## src/rtl/morse_pkg.sv

```systemverilog
// Shared types and constants for the mode-0 Morse transmit scheduler.
// Imported by the scheduler top and its queue.
package morse_pkg;

  localparam int CLK_HZ     = 1_000_000;
  localparam int DELAY_2SEC = 2 * CLK_HZ;

  typedef struct packed {
    logic [7:0] ch;
    logic [4:0] code;
    logic [2:0] len;
  } morse_entry_t;

  typedef enum logic [1:0] {
    ST_IDLE = 2'd0,
    ST_ARM  = 2'd1,
    ST_PLAY = 2'd2
  } sched_state_t;

endpackage

```

## src/rtl/morse_sched_fifo.sv

```systemverilog
// Timestamped character queue with a ripe pointer that trails the
// write pointer by DELAY cycles, one entry ripening per cycle.
module morse_sched_fifo
  import morse_pkg::*;
#(
  parameter int DEPTH = 16,
  parameter int AW    = 4,
  parameter int DELAY = DELAY_2SEC,
  parameter int TS_W  = 22
) (
  input  logic            clk,
  input  logic            rst_n,
  input  logic            i_flush,
  input  logic            i_push,
  input  morse_entry_t    i_entry,
  input  logic [TS_W-1:0] i_ts,
  input  logic            i_pop,
  output morse_entry_t    o_head,
  output logic            o_ready,
  output logic            o_full,
  output logic [AW:0]     o_count
);

  localparam logic [TS_W-1:0] DLY      = TS_W'(DELAY);
  localparam logic [AW:0]     FULL_CNT = (AW+1)'(DEPTH);

  // Pointers carry one extra wrap bit so a full queue of unripe
  // entries is distinguishable from an all-ripe one.
  logic [AW:0]     r_wr;
  logic [AW:0]     r_rd;
  logic [AW:0]     r_ripe;
  morse_entry_t    r_ent [DEPTH];
  logic [TS_W-1:0] r_tsm [DEPTH];

  logic [TS_W-1:0] w_age;
  logic            w_ripen;
  logic            w_wr_en;
  logic            w_rd_en;

  assign o_count = r_wr - r_rd;
  assign o_full  = (o_count == FULL_CNT);
  assign o_ready = (r_rd != r_ripe);
  assign o_head  = r_ent[r_rd[AW-1:0]];

  // Only the oldest unripe entry is aged, so the modular
  // difference never exceeds the timestamp range.
  assign w_age   = i_ts - r_tsm[r_ripe[AW-1:0]];
  assign w_ripen = (r_ripe != r_wr) && (w_age >= DLY);

  // Fullness is judged before any same-cycle pop.
  assign w_wr_en = i_push && !o_full && !i_flush;
  assign w_rd_en = i_pop && o_ready;

  // Entry and timestamp storage, no reset needed.
  always_ff @(posedge clk) begin
    if (w_wr_en) begin
      r_ent[r_wr[AW-1:0]] <= i_entry;
      r_tsm[r_wr[AW-1:0]] <= i_ts;
    end
  end

  // Write, read and ripe pointers; flush empties the queue.
  always_ff @(posedge clk) begin
    if (!rst_n || i_flush) begin
      r_wr   <= '0;
      r_rd   <= '0;
      r_ripe <= '0;
    end else begin
      if (w_wr_en) r_wr   <= r_wr + 1'b1;
      if (w_rd_en) r_rd   <= r_rd + 1'b1;
      if (w_ripen) r_ripe <= r_ripe + 1'b1;
    end
  end

endmodule

```

## src/rtl/morse_tx_scheduler.sv

```systemverilog
// Mode-0 transmit scheduler: delays each keyed character, then
// releases it to the LCD and serialises buzzer words via start/busy.
module morse_tx_scheduler
  import morse_pkg::*;
#(
  parameter int DEPTH   = 16,
  parameter int AW      = 4,
  parameter int DELAY   = DELAY_2SEC,
  parameter int TS_W    = 22,
  parameter int BUSY_TO = 8
) (
  input  logic        clk,
  input  logic        rst_n,
  input  logic        enable,
  input  logic        flush,
  input  logic        in_valid,
  input  logic [7:0]  in_char,
  input  logic [4:0]  in_code,
  input  logic [2:0]  in_len,
  input  logic        buzzer_busy,
  output logic        buzzer_start,
  output logic        xfer_valid,
  output logic [7:0]  xfer_char,
  output logic [4:0]  xfer_code,
  output logic [2:0]  xfer_len,
  output logic [AW:0] count,
  output logic        overflow
);

  localparam int TO_W = $clog2(BUSY_TO + 1);
  localparam logic [TO_W-1:0] TO_LAST = TO_W'(BUSY_TO - 1);

  logic [TS_W-1:0] r_ts;
  sched_state_t    r_state;
  logic [TO_W-1:0] r_to_cnt;
  logic            r_buzzer_start;
  logic            r_xfer_valid;
  logic [7:0]      r_xfer_char;
  logic [4:0]      r_xfer_code;
  logic [2:0]      r_xfer_len;
  logic            r_overflow;

  morse_entry_t    w_entry;
  morse_entry_t    w_head;
  logic            w_ready;
  logic            w_full;
  logic            w_push;
  logic            w_pop;
  logic [AW:0]     w_count;

  assign w_entry = {in_char, in_code, in_len};
  assign w_push  = in_valid && enable;

  // A release needs an idle buzzer word slot, a ripe head and no
  // flush in the same cycle.
  assign w_pop = (r_state == ST_IDLE) && w_ready && enable
              && !buzzer_busy && !flush;

  morse_sched_fifo #(
    .DEPTH (DEPTH),
    .AW    (AW),
    .DELAY (DELAY),
    .TS_W  (TS_W)
  ) u_fifo (
    .clk     (clk),
    .rst_n   (rst_n),
    .i_flush (flush),
    .i_push  (w_push),
    .i_entry (w_entry),
    .i_ts    (r_ts),
    .i_pop   (w_pop),
    .o_head  (w_head),
    .o_ready (w_ready),
    .o_full  (w_full),
    .o_count (w_count)
  );

  // Free-running timestamp, wraps modulo 2**TS_W.
  always_ff @(posedge clk) begin
    if (!rst_n) r_ts <= '0;
    else        r_ts <= r_ts + 1'b1;
  end

  // Release FSM with registered transfer, start and overflow pulses.
  always_ff @(posedge clk) begin
    if (!rst_n) begin
      r_state        <= ST_IDLE;
      r_to_cnt       <= '0;
      r_buzzer_start <= 1'b0;
      r_xfer_valid   <= 1'b0;
      r_xfer_char    <= '0;
      r_xfer_code    <= '0;
      r_xfer_len     <= '0;
      r_overflow     <= 1'b0;
    end else begin
      r_buzzer_start <= 1'b0;
      r_xfer_valid   <= 1'b0;
      r_overflow     <= w_push && w_full && !flush;
      unique case (r_state)
        ST_IDLE: begin
          if (w_pop) begin
            r_xfer_valid <= 1'b1;
            r_xfer_char  <= w_head.ch;
            r_xfer_code  <= w_head.code;
            r_xfer_len   <= w_head.len;
            if (w_head.len != 3'd0) begin
              r_buzzer_start <= 1'b1;
              r_to_cnt       <= '0;
              r_state        <= ST_ARM;
            end
          end
        end
        ST_ARM: begin
          if (buzzer_busy)              r_state  <= ST_PLAY;
          else if (r_to_cnt == TO_LAST) r_state  <= ST_IDLE;
          else                          r_to_cnt <= r_to_cnt + 1'b1;
        end
        ST_PLAY: begin
          if (!buzzer_busy) r_state <= ST_IDLE;
        end
        default: r_state <= ST_IDLE;
      endcase
    end
  end

  assign buzzer_start = r_buzzer_start;
  assign xfer_valid   = r_xfer_valid;
  assign xfer_char    = r_xfer_char;
  assign xfer_code    = r_xfer_code;
  assign xfer_len     = r_xfer_len;
  assign overflow     = r_overflow;
  assign count        = w_count;

endmodule
```

## config.mk

```make
export PLATFORM = sky130hd
export DESIGN_NAME = morse_tx_scheduler
export DESIGN_NICKNAME = d
export VERILOG_FILES = /design/src/rtl/morse_pkg.sv /design/src/rtl/morse_sched_fifo.sv /design/src/rtl/morse_tx_scheduler.sv
export SDC_FILE = /design/constraint.sdc
export NUM_CORES = 1
export LEC_CHECK = 0
export ABC_AREA = 0
export CELL_PAD_IN_SITES_DETAIL_PLACEMENT = 0
export CELL_PAD_IN_SITES_GLOBAL_PLACEMENT = 1
export CORE_MARGIN = 2
export CORE_UTILIZATION = 30
export DETAILED_ROUTE_END_ITERATION = 10
export HOLD_SLACK_MARGIN = 0.12
export PLACE_DENSITY = 0.59
export RECOVER_POWER = 50
export SYNTH_ARGS = -nofsm -noshare
export SYNTH_HDL_FRONTEND = slang
export SYNTH_SLANG_ARGS = --single-unit
```

## constraint.sdc

```tcl
create_clock -name clk -period 5.5 [get_ports clk]
set_input_delay 0.825 -clock clk [delete_from_list [all_inputs] [get_ports clk]]
set_output_delay 0.825 -clock clk [all_outputs]
set_load 0.03 [all_outputs]
```

Word level (Yosys, flattened, before mapping)
Memories as Yosys holds them, arrays and structs flattened. A register that Yosys moved wholly into a read port is not among the register bits.
Index checks and enable logic that the tools add are counted.
{"block": "op_classes", "n_eq_ne": 12, "order_cmp": 1, "n_mux": 19, "n_reduce_logical": 24, "addsub": 7}
{"op": "$mux W4", "count": 8}
{"op": "$add A22 B1 Y22 const B", "count": 1}
{"op": "$ge A22 B21 Y1 const B", "count": 1}
{"op": "$sub A22 B22 Y22", "count": 1}
{"op": "$add A5 B1 Y5 const B", "count": 3}
{"op": "$logic_and A1 B1 Y1", "count": 11}
{"op": "$mux W2", "count": 5}
{"op": "$ne A5 B5 Y1", "count": 2}
{"op": "$pmux W4 S2", "count": 1}
{"op": "$ne A2 B2 Y1 const B", "count": 3}
{"op": "$pmux W2 S3", "count": 1}
{"op": "$eq A5 B5 Y1 const B", "count": 1}
{"op": "$reduce_and A5 Y1", "count": 1}
{"op": "$sub A5 B5 Y5", "count": 1}
{"op": "$add A4 B1 Y4 const B", "count": 1}
{"op": "$eq A4 B3 Y1 const B", "count": 1}
{"op": "$logic_not A1 Y1", "count": 4}
{"op": "$mux W1", "count": 4}
{"op": "$ne A2 B1 Y1 const B", "count": 2}
{"op": "$reduce_and A2 Y1", "count": 2}
{"op": "$reduce_and A4 Y1", "count": 1}
{"op": "$ne A3 B3 Y1 const B", "count": 1}
{"op": "$reduce_and A3 Y1", "count": 1}
{"op": "$reduce_bool A3 Y1", "count": 1}
{"op": "5 further kinds", "count": 5}
{"block": "totals", "elab_cells": 77, "regBits": 62, "ramBits": 608, "mem_count": 2}
{"memory": "u_fifo.r_tsm", "depth": 16, "width": 22, "rd": 1, "rd_ports_with_merged_regs": 1, "wr": 1, "line_no": "morse_sched_fifo.sv:33", "rtl": "logic [TS_W-1:0] r_tsm [DEPTH];"}
{"memory": "u_fifo.r_ent", "depth": 16, "width": 16, "rd": 1, "rd_ports_with_merged_regs": 1, "wr": 1, "line_no": "morse_sched_fifo.sv:32", "rtl": "morse_entry_t r_ent [DEPTH];"}

Logic depth before layout (Yosys ltp)
Gate-level depths: netlist of the first run.
{"block": "depth", "depth_word": 8, "ltp_mapped": 18, "ltp_nobuf": 15}

Cells and area by module
From an unflattened synthesis of the first run, not the netlist that was laid out.
{"block": "unflattened", "hier_cells": 1368, "hier_area_um2": 26950.8}
{"mod": "morse_sched_fifo", "instances": 1, "area_each_um2": 25017.7, "seq_area_each_um2": 18718.0, "cells_per_inst": 1144}
{"mod": "morse_tx_scheduler", "instances": 1, "area_each_um2": 1933.1, "seq_area_each_um2": 940.9, "cells_per_inst": 224}

Worst setup path before layout of the first run
No wires, ideal clock.
{"block": "synth_timing", "path_kind": "register -> register", "startpoint": "register u_fifo.r_wr[0]", "endpoint": "memory u_fifo.r_ent[3][0] in the netlist's numbering, enable pin", "t_required_ns": 5.020, "stages_incl_launch_ff": 10, "arrival_time_ns": 5.205, "synth_period_minus_slack_ns": 5.685, "path_slack_ns": -0.185, "setup_time_ns": 0.480, "cell_sequence": "dfxtp_1 -> inv_1 -> ha_1 -> fa_1 -> xnor2_1 -> or4_1 -> nor2b_1 -> nor2b_1 -> nand2_1 -> nor3_1"}
{"block": "synth_between", "elab_chain_len": 7}
{"element": "start, declared", "line_no": "morse_sched_fifo.sv:29", "rtl": "logic [AW:0] r_wr;"}
{"element": "start signal, assigned", "line_no": "morse_sched_fifo.sv:69", "rtl": "if (w_wr_en) r_wr <= r_wr + 1'b1;"}
{"element": "$sub A5 B5 Y5", "line_no": "morse_sched_fifo.sv:40", "rtl": "assign o_count = r_wr - r_rd;"}
{"element": "named net count[2]", "line_no": "morse_tx_scheduler.sv:26", "rtl": "output logic [AW:0] count,"}
{"element": "$eq A5 B5 Y1", "line_no": "morse_sched_fifo.sv:41", "rtl": "assign o_full = (o_count == FULL_CNT);"}
{"element": "$logic_not A1 Y1", "line_no": "morse_sched_fifo.sv:51", "rtl": "assign w_wr_en = i_push && !o_full && !i_flush;"}
{"element": "$logic_and A1 B1 Y1 (2 in series)", "line_no": "morse_sched_fifo.sv:51"}
{"element": "$mux W1", "line_no": "morse_sched_fifo.sv:56", "rtl": "if (w_wr_en) begin"}
{"element": "$mux W1 (not written as such)", "line_no": "morse_sched_fifo.sv:57", "rtl": "r_ent[r_wr[AW-1:0]] <= i_entry;"}
{"element": "end, declared", "line_no": "morse_sched_fifo.sv:32"}
The timed path passes the listed nets, and every way through them passes these cells.

==> impl_metrics.toml, run 1 <==
[clock_network]
numCtsBuffers = 72
htree_levels = 3
postCtsHoldBufs = 0
clk_latency_ps = 610
cts_resized = 0
post-cts-setup-buffer-count = 0
numClockSinks = 678
cts_root_buf = "clkbuf_16"
cts.clk_slew.worst_paths_ps = 60
cts_tree = "yes"
clock_path_buffers = 3

[worst_setup_path]
cpPeakStageDelay_ps = 630
arrival_ps = 5350
cp_max_fo = 19
cp-start-kind = "flop"
reg2reg_depth = 16
slowest_stage = "dfxtp_4"
end_kind = "flop"
crit_chain = "buf_4, mux4_2, mux4_2, inv_1, ha_1, o211ai_1, a21oi_1, o2111ai_1, a211oi_1, o41ai_1, xor2_1, and2_1, o31ai_1, o21ai_2, or3_1, a21oi_1"
required_ps = 6010
crit_type = "flop to flop"

[die]
io_pins = 46
dieHeight_um = 302.6
start_util_pct = 30.26
die-area_um2 = 91560
row_count = 109
core_area_um2 = 88370
die_w_um = 302.6

[outcome]
violations = "capacitance limit, slew limit"
status = "finished, violations left"

[worst_hold_path]
whs_path_depth = 1
worstHoldPathType = "flop to flop"

[synthesis]
synthArstFlopShare_pct = 0
yosysWarnings = 0
synth.avg_cell_area_um2 = 20.42
yosys.cell_types.count = 50
ys_ff_latch = 678
syn_nets = 1366
synth_edf_count = 608
synth_flop_cell = "edfxtp_1"
yosysSeqAreaShare_pct = 73.50
synth_area_um2 = 26750
synth_cells = 1310

[routing]
drc_errors = 0
routedWlPerCell_um = 23.03
drt_iter0_drc = 1245
dr.pass1.iters = 5
finalWirelength_um = 60890
viasPerCell = 4.844
vias = 12810
ant_nets = 0

[global_route]
track_usage_pct = 13.51
overflow = 0
antenna_found_initial = 5
grt_max_degree = 45
grt_pass1_wl_um = 90690
grt_pass1_vias = 13800

[final_layout]
syn_to_final_growth_pct = 17.70
fin_area_um2 = 31480
layout.cells.non_filler = 2644
final_util_pct = 35.62
final_layout_size_suffix_gt1_share_pct = 25.22
diodes = 0
nNetsFinal = 1479
fillers = 8195

[sta]
worst_slew_pin_slew_ps = 2852
drv_slew = 45
finalSetupTns_ps = 0
finalSetupViolCount = 0
max_slew_margin_pct = -90.15
hold_viol = 0
rsz0062_at_grt = "no"
fin_crit_ps = 4844
fmax_mhz = 206.4
holdWs_ps = 480.9
setup_ws_ps = 655.8
period_share_pct = 88.08
finalClockSkew_ps = 24.96

[power_and_ir_drop]
total_power_mw = 10.64
power_density_nw_per_um2 = 338.0
irDropWorstVdd_v = 0.0002517
leakagePower_nw = 10.18

[place]
dpl_cell_area_um2 = 29090
dp_hpwl_um = 34880
pre_cts_ws_ps = 646.0
gp_congestion = 0.7563
io_buffers = 45
dpl.cell_count = 2514

[flow_run]
max_cap_violations = 1
## cell families (layout without fill, tap and decap cells)
logic type | after synthesis | after routing | share of synthesized area [%]
flip-flops | 678 | 678 | 73.50
multiplexers | 208 | 208 | 16.67
AND/OR/NAND/NOR | 175 | 175 | 3.326
buffers and inverters | 91 | 260 | 1.338
AO/OA/AOI/OAI | 64 | 64 | 1.577
XOR/XNOR | 60 | 60 | 1.965
adder cells (fa/ha/maj) | 34 | 34 | 1.619
## flip-flops by register name, summed over array words and instances, names as in the netlist, named ones only
| name | count |
|---|---|
| buzzer_start | 1 |
| xfer_len | 3 |
| u_fifo.r_wr | 5 |
| xfer_code | 5 |
| u_fifo.r_tsm | 352 |
| u_fifo.r_ent | 256 |
| u_fifo.r_rd | 5 |
| r_ts | 22 |
| u_fifo.r_ripe | 5 |
| overflow | 1 |
| r_to_cnt | 4 |
| r_state | 2 |
| xfer_char | 8 |
| xfer_valid | 1 |
## worst paths after layout
| path | slack, ps | start | endpoint |
|---|---|---|---|
| setup / recovery | 660 | flop | u_fifo.r_ripe[3] |
| hold / removal | 480 | r_state[1] | xfer_valid |
| setup reg to reg | 660 | flop | u_fifo.r_ripe[3] |
| hold reg to reg | 480 | r_state[1] | xfer_valid |
## cells in the mapped netlist (10+ instances only)
cell,number,area [um2]
nand3_1,16,80.08
edfxtp_1,608,18260
inv_1,37,138.9
dfxtp_1,70,1401
mux2i_1,18,180.2
xor2_1,26,227.7
nor3_1,10,50.05
nand2_1,26,97.59
nand4_1,13,81.33
nor2_1,47,176.4
a21oi_1,17,85.08
nor2b_1,20,125.1
xnor2_1,34,297.8
mux4_2,190,4279
clkbuf_1,32,120.1
buf_1,14,52.55
and2_1,21,131.4
ha_1,33,412.9
o21ai_0,12,60.06
## per-layer routing
metal	up-vias	track usage [%]	share of wire, %
li1	5572	-	-
met1	6832	18.05	44
met2	297	22.59	49
met3	101	2.385	4.3
met4	6	4.000	2.6
met5	-	0	0.072
## critical path: cells and delay by family (launching register included)
family          cells  cell delay [ps]
flops               1              630
compound gates      8             1850
xor+xnor            1              110
buf+inv             2              360
simple gates        2              540
fa+ha+maj           1              230
mux                 2             1010
## area by class of cell
type / count / area (um2) / area share, %
Clock buffer: 92 / 2009 / 6.383
Clock inverter: 38 / 391.6 / 1.244
Inverter: 37 / 138.9 / 0.4412
Multi-Input combinational cell: 541 / 6864 / 21.81
Sequential cell: 678 / 19670 / 62.49
Tap cell: 1165 / 1458 / 4.631
Timing Repair Buffer: 93 / 944.7 / 3.001
## layout by cell type, fill, tap and decap left out, types with 18 or more instances in the layout
cell type,instances
edfxtp_1,608
mux4_2,190
clkbuf_16,74
dfxtp_1,65
inv_1,37
nor2_1,35
xnor2_1,34
ha_1,33
buf_4,33
dlygate4sd3_1,32
xor2_1,26
nand2_1,26
nor2b_1,20
mux2i_1,18
## where the power goes
part	total (mW)	internal, mW	switching (mW)
sequential	5.59	5.58	0.0127
clock	4.89	2.89	2.01
combinational	0.153	0.0612	0.0919
Note: power is estimated with default switching activity, not from simulation.
==> run 2, diff against run 1 <==
--- a/config.mk
+++ b/config.mk
@@ -14,6 +14,7 @@
 export HOLD_SLACK_MARGIN = 0.12
 export PLACE_DENSITY = 0.59
 export RECOVER_POWER = 50
+export REMOVE_ABC_BUFFERS = 1
 export SYNTH_ARGS = -nofsm -noshare
 export SYNTH_HDL_FRONTEND = slang
 export SYNTH_SLANG_ARGS = --single-unit
==> run 2 against run 1 <==
Net effect: the flow still finishes with violations (capacitance limit, slew limit); critical path depth is the same; register-to-register slack got worse by 70 ps; non-clock buffer count decreased by 2; maximum frequency decreased by 1.4%; hold slack worse by 5.1 ps; design area decreased by 0.11%; die area did not move; via count rose by 0.15%; clock power shrank 2%; count of clock-buffer cells in the layout up 15; clock skew increased by 1.2 ps; wire length is essentially flat; critical endpoint unchanged.
==> impl_metrics.toml, run 2 (synthesis results as in run 1) <==
[clock_network]
htree_levels = 3
cts_resized = 0
clock_path_buffers = 3
numCtsBuffers = 74
cts.clk_slew.worst_paths_ps = 60
cts_tree = "yes"
numClockSinks = 678
clk_latency_ps = 610
post-cts-setup-buffer-count = 0
postCtsHoldBufs = 0
cts_root_buf = "clkbuf_16"

[final_layout]
syn_to_final_growth_pct = 17.57
largest_register_ffs = 352
final_layout_size_suffix_gt1_share_pct = 24.51
fillers = 8191
most-common-layout-cells = "edfxtp_1, mux4_2, clkbuf_16"
final_util_pct = 35.58
nNetsFinal = 1479
diodes = 0
final_common_cell = "edfxtp_1"

[outcome]
status = "finished, violations left"
violations = "capacitance limit, slew limit"

[place]
gp_congestion = 0.7933
dp_hpwl_um = 33630
io_buffers = 45

[routing]
dr.pass1.iters = 5
viasPerCell = 4.840
routedWlPerCell_um = 22.96
ant_nets = 0
vias = 12830
finalWirelength_um = 60860
drt_iter0_drc = 1119
drc_errors = 0

[die]
die_w_um = 302.6
row_count = 109
io_pins = 46
core_area_um2 = 88370
die-area_um2 = 91560
start_util_pct = 30.26
dieHeight_um = 302.6

[worst_setup_path]
slowest_stage = "mux4_2"
cpPeakStageDelay_ps = 530
required_ps = 6010
cp-start-kind = "flop"
arrival_ps = 5420
crit_type = "flop to flop"
end_kind = "flop"
cp_max_fo = 34
crit_chain = "buf_12, buf_4, mux4_2, mux4_2, inv_1, ha_1, a21oi_1, o211ai_1, a32oi_1, a21boi_1, o22a_1, nand4b_1, o31ai_1, o21ai_2, or3_1, a21oi_1"
reg2reg_depth = 16

[sta]
fin_crit_ps = 4915
finalClockSkew_ps = 26.11
hold_viol = 0
drv_slew = 93
finalSetupTns_ps = 0
fmax_mhz = 203.4
finalSetupViolCount = 0
rsz0062_at_grt = "no"
worst_slew_pin_slew_ps = 2526
period_share_pct = 89.37
max_slew_margin_pct = -68.42

[flow_run]
max_cap_violations = 2

[power_and_ir_drop]
power_density_nw_per_um2 = 334.8
leakagePower_nw = 10.18
irDropWorstVdd_v = 0.0002240

[worst_hold_path]
whs_path_depth = 2
worstHoldStart = "xfer_char[6]"
worstHoldPathType = "flop to flop"

[global_route]
antenna_found_initial = 5
track_usage_pct = 13.48
overflow = 0
grt_pass1_wl_um = 90330
grt_pass1_vias = 13700
grt_max_degree = 48
==> run 2: cell types whose count changed in the layout (fill, tap and decap cells not counted), moves of 4 or more <==
cell       before  now
bufinv_16       6    2
nor3_2          0    4
nor3_4          4    0
clkbuf_1       12   29
buf_4          33   24
buf_12         12   17
==> run 2: worst paths after layout <==
kind	endpoint	slack, ps
worst max-delay path	u_fifo.r_ripe[3]	580
worst min-delay path	xfer_char[6]	480
worst max register to register	u_fifo.r_ripe[3]	580
worst min register to register	xfer_char[6]	480
==> run 2: metal layers <==
metal  share of wire (%)  GRT usage (%)
met3                 4.9          2.485
met4                 1.9          3.413
met5                0.12              0
met2                  48          22.17
met1                  45          18.51
==> run 2: cell type report <==
type / count / area [um2] / share of cell area [%]
clock buffers: 107 / 2100 / 6.677
clock inverters: 31 / 255.2 / 0.8117
flip-flops and latches: 678 / 19670 / 62.55
inverters: 37 / 138.9 / 0.4417
repair buffers: 91 / 984.7 / 3.131
multi-input cells: 541 / 6839 / 21.75
well taps: 1165 / 1458 / 4.636
==> run 2: per-stage QoR <==
stage | area (um2) | hold WS [ps] | total power, mW | std cells | setup slack [ps]
floorplan | 26530 | 443.5 | 5.782 | 1256 | -1918
global placement | 29110 | 459.8 | 5.861 | 2512 | 421.1
detailed placement | 29110 | 478.4 | 5.866 | 2512 | 472.6
CTS | 31470 | 486.7 | 10.66 | 2650 | 443.6
global route | 31450 | 513.6 | 10.87 | 2650 | 111.6
finish | 31450 | 475.8 | 10.53 | 2650 | 584.7
==> run 2: critical path: cells and delay by family, from the launching register on <==
kind	cells	cell delay [ps]
buffers and inverters	3	720
and+or+nand+nor	2	540
adders and majority gates	1	300
DFF	1	470
AOI/OAI and AO/OA	8	1750
muxes	2	1010
==> run 2: where the power goes <==
part,switching [mW],total (mW),internal (mW)
clock,2.00,4.78,2.77
combinational,0.0967,0.159,0.0623
sequential,0.00946,5.59,5.58
total,2.11,10.5,8.42
==> run 3, diff against run 2 <==
--- a/config.mk
+++ b/config.mk
@@ -11,10 +11,9 @@
 export CORE_MARGIN = 2
 export CORE_UTILIZATION = 30
 export DETAILED_ROUTE_END_ITERATION = 10
+export GPL_ROUTABILITY_DRIVEN = 0
 export HOLD_SLACK_MARGIN = 0.12
 export PLACE_DENSITY = 0.59
-export RECOVER_POWER = 50
-export REMOVE_ABC_BUFFERS = 1
 export SYNTH_ARGS = -nofsm -noshare
 export SYNTH_HDL_FRONTEND = slang
 export SYNTH_SLANG_ARGS = --single-unit
==> run 3 against run 2 <==
Net effect: the run now ends clean; highest routed layer is now met4; critical endpoint unchanged; clock power up 2%; total power increased by 0.99%; sequential power about the same.
==> impl_metrics.toml, run 3 (synthesis results as in run 1) <==
[final_layout]
nNetsFinal = 1479
final_common_cell = "edfxtp_1"
fillers = 8193
final_util_pct = 35.63
seq_area_um2 = 19670
most-common-layout-cells = "edfxtp_1, mux4_2, clkbuf_16"
syn_to_final_growth_pct = 17.74
multi_input_area_um2 = 6864
final_layout_size_suffix_gt1_share_pct = 25.42
diodes = 0
largest_register_ffs = 352

[sta]
worst_slew_pin_slew_ps = 1008
fmax_mhz = 207.7
period_share_pct = 87.55
finalSetupViolCount = 0
finalClockSkew_ps = 23.80
holdWs_ps = 481.8
setup_ws_ps = 684.9
hold_viol = 0
rsz0062_at_grt = "no"
fin_crit_ps = 4815
drv_slew = 0
finalSetupTns_ps = 0
max_slew_margin_pct = 32.83

[power_and_ir_drop]
leakagePower_nw = 10.13
p_seq_share_pct = 52.6
irDropWorstVdd_v = 0.0002531
switching_share_pct = 19.76
total_power_mw = 10.63
p_sw_mw = 2.101
power_frac_comb_pct = 1.5
power_density_nw_per_um2 = 337.6
p_int_mw = 8.532
clkPwrFrac_pct = 45.9

[clock_network]
cts_tree = "yes"
cts_root_buf = "clkbuf_16"
numClockSinks = 678
clk_latency_ps = 610
cts.clk_slew.worst_paths_ps = 60
numCtsBuffers = 72
clock_path_buffers = 3
postCtsHoldBufs = 0
htree_levels = 3
post-cts-setup-buffer-count = 0
cts_resized = 0

[routing]
viasPerCell = 4.839
drt_iter0_drc = 1138
ant_nets = 0
finalWirelength_um = 60850
vias = 12790
routedWlPerCell_um = 23.01
drc_errors = 0
dr.pass1.iters = 5

[worst_setup_path]
arrival_ps = 5340
cp-start-kind = "flop"
crit_type = "flop to flop"
reg2reg_slack_ps = 680
slowest_stage = "dfxtp_4"
cp_max_fo = 19
path_delay_family = "compound AO/OA/AOI/OAI gates"
cp_num_buf_inv = 2
crit_chain = "buf_4, mux4_2, mux4_2, inv_1, ha_1, o211ai_1, a21oi_1, o2111ai_1, a211oi_1, o41ai_1, xor2_1, and2_1, o31ai_1, o21ai_2, or3_1, a21oi_1"
cpPeakStageDelay_ps = 630
end_kind = "flop"
required_ps = 6020

[die]
dieHeight_um = 302.6
io_pins = 46
core_area_um2 = 88370
start_util_pct = 30.26
die_w_um = 302.6
die-area_um2 = 91560
row_count = 109

[outcome]
status = "finished clean"

[worst_hold_path]
worstHoldPathType = "flop to flop"
worstHoldStart = "r_state[1]"

[flow_run]
max_cap_violations = 0

[global_route]
grt_max_degree = 45
track_usage_pct = 13.51
overflow = 0
grt_pass1_wl_um = 90690
antenna_found_initial = 2
grt_pass1_vias = 13800

[place]
io_buffers = 45
dp_hpwl_um = 34880
pre_cts_ws_ps = 646.0
-- run 3: cell types whose count changed in the layout (fill, tap and decap cells not counted), moves of 4 or more --
cell             change
clkdlybuf4s50_1     +35
dlygate4sd3_1       -35
clkbuf_1            -20
buf_4               +12
and2_0               -7
and2_1               +7
buf_12               -5
bufinv_16            +4
nor3_2               -4
nor3_4               +4
-- run 3: metal layers --
| layer | part of all wire [%] | GRT usage [%] | vias up |
|---|---|---|---|
| met3 | 4.6 | 2.385 | 94 |
| met1 | 44 | 18.05 | 6831 |
| met2 | 49 | 22.59 | 298 |
| li1 | - | - | 5570 |
| met4 | 2.5 | 4.000 | 0 |
| met5 | 0 | 0 | - |
-- run 3: worst paths after layout --
path / to / cells past startpoint
min reg2reg: xfer_valid / 1
max: u_fifo.r_ripe[3] / 16
max reg2reg: u_fifo.r_ripe[3] / 16
min: xfer_valid / 1
-- run 3: power by group through the flow --
| stage | clock, mW | sequential (mW) | combinational (mW) |
|---|---|---|---|
| floorplan | 0 | 5.70 | 0.0816 |
| global placement | 0 | 5.70 | 0.157 |
| detailed placement | 0 | 5.70 | 0.159 |
| CTS | 5.00 | 5.60 | 0.160 |
| global route | 5.20 | 5.59 | 0.172 |
| finish | 4.88 | 5.60 | 0.156 |
-- run 3: layout make-up --
class	count	share of cell area (%)
Tap cell	1165	4.629
Inverter	37	0.4410
Sequential cell	678	62.47
Clock buffer	92	6.381
Clock inverter	38	1.244
Multi-Input combinational cell	541	21.80
Timing Repair Buffer	93	3.036
-- run 3: worst register-to-register path: stages (launching register included) --
cell and delay [ps]:
dfxtp_4 630, buf_4 310, mux4_2 520, mux4_2 490, inv_1 70, ha_1 230
o211ai_1 170, a21oi_1 100, o2111ai_1 320, a211oi_1 140, o41ai_1 320, xor2_1 110
and2_1 200, o31ai_1 460, o21ai_2 170, or3_1 340, a21oi_1 160
-- run 3: stage by stage --
step	instances	cell area, um2
6_report	2644	31490
5_1_grt	2644	31490
3_3_place_gp	2514	29090
3_5_place_dp	2514	29090
4_1_cts	2644	31490
2_1_floorplan	1310	26770
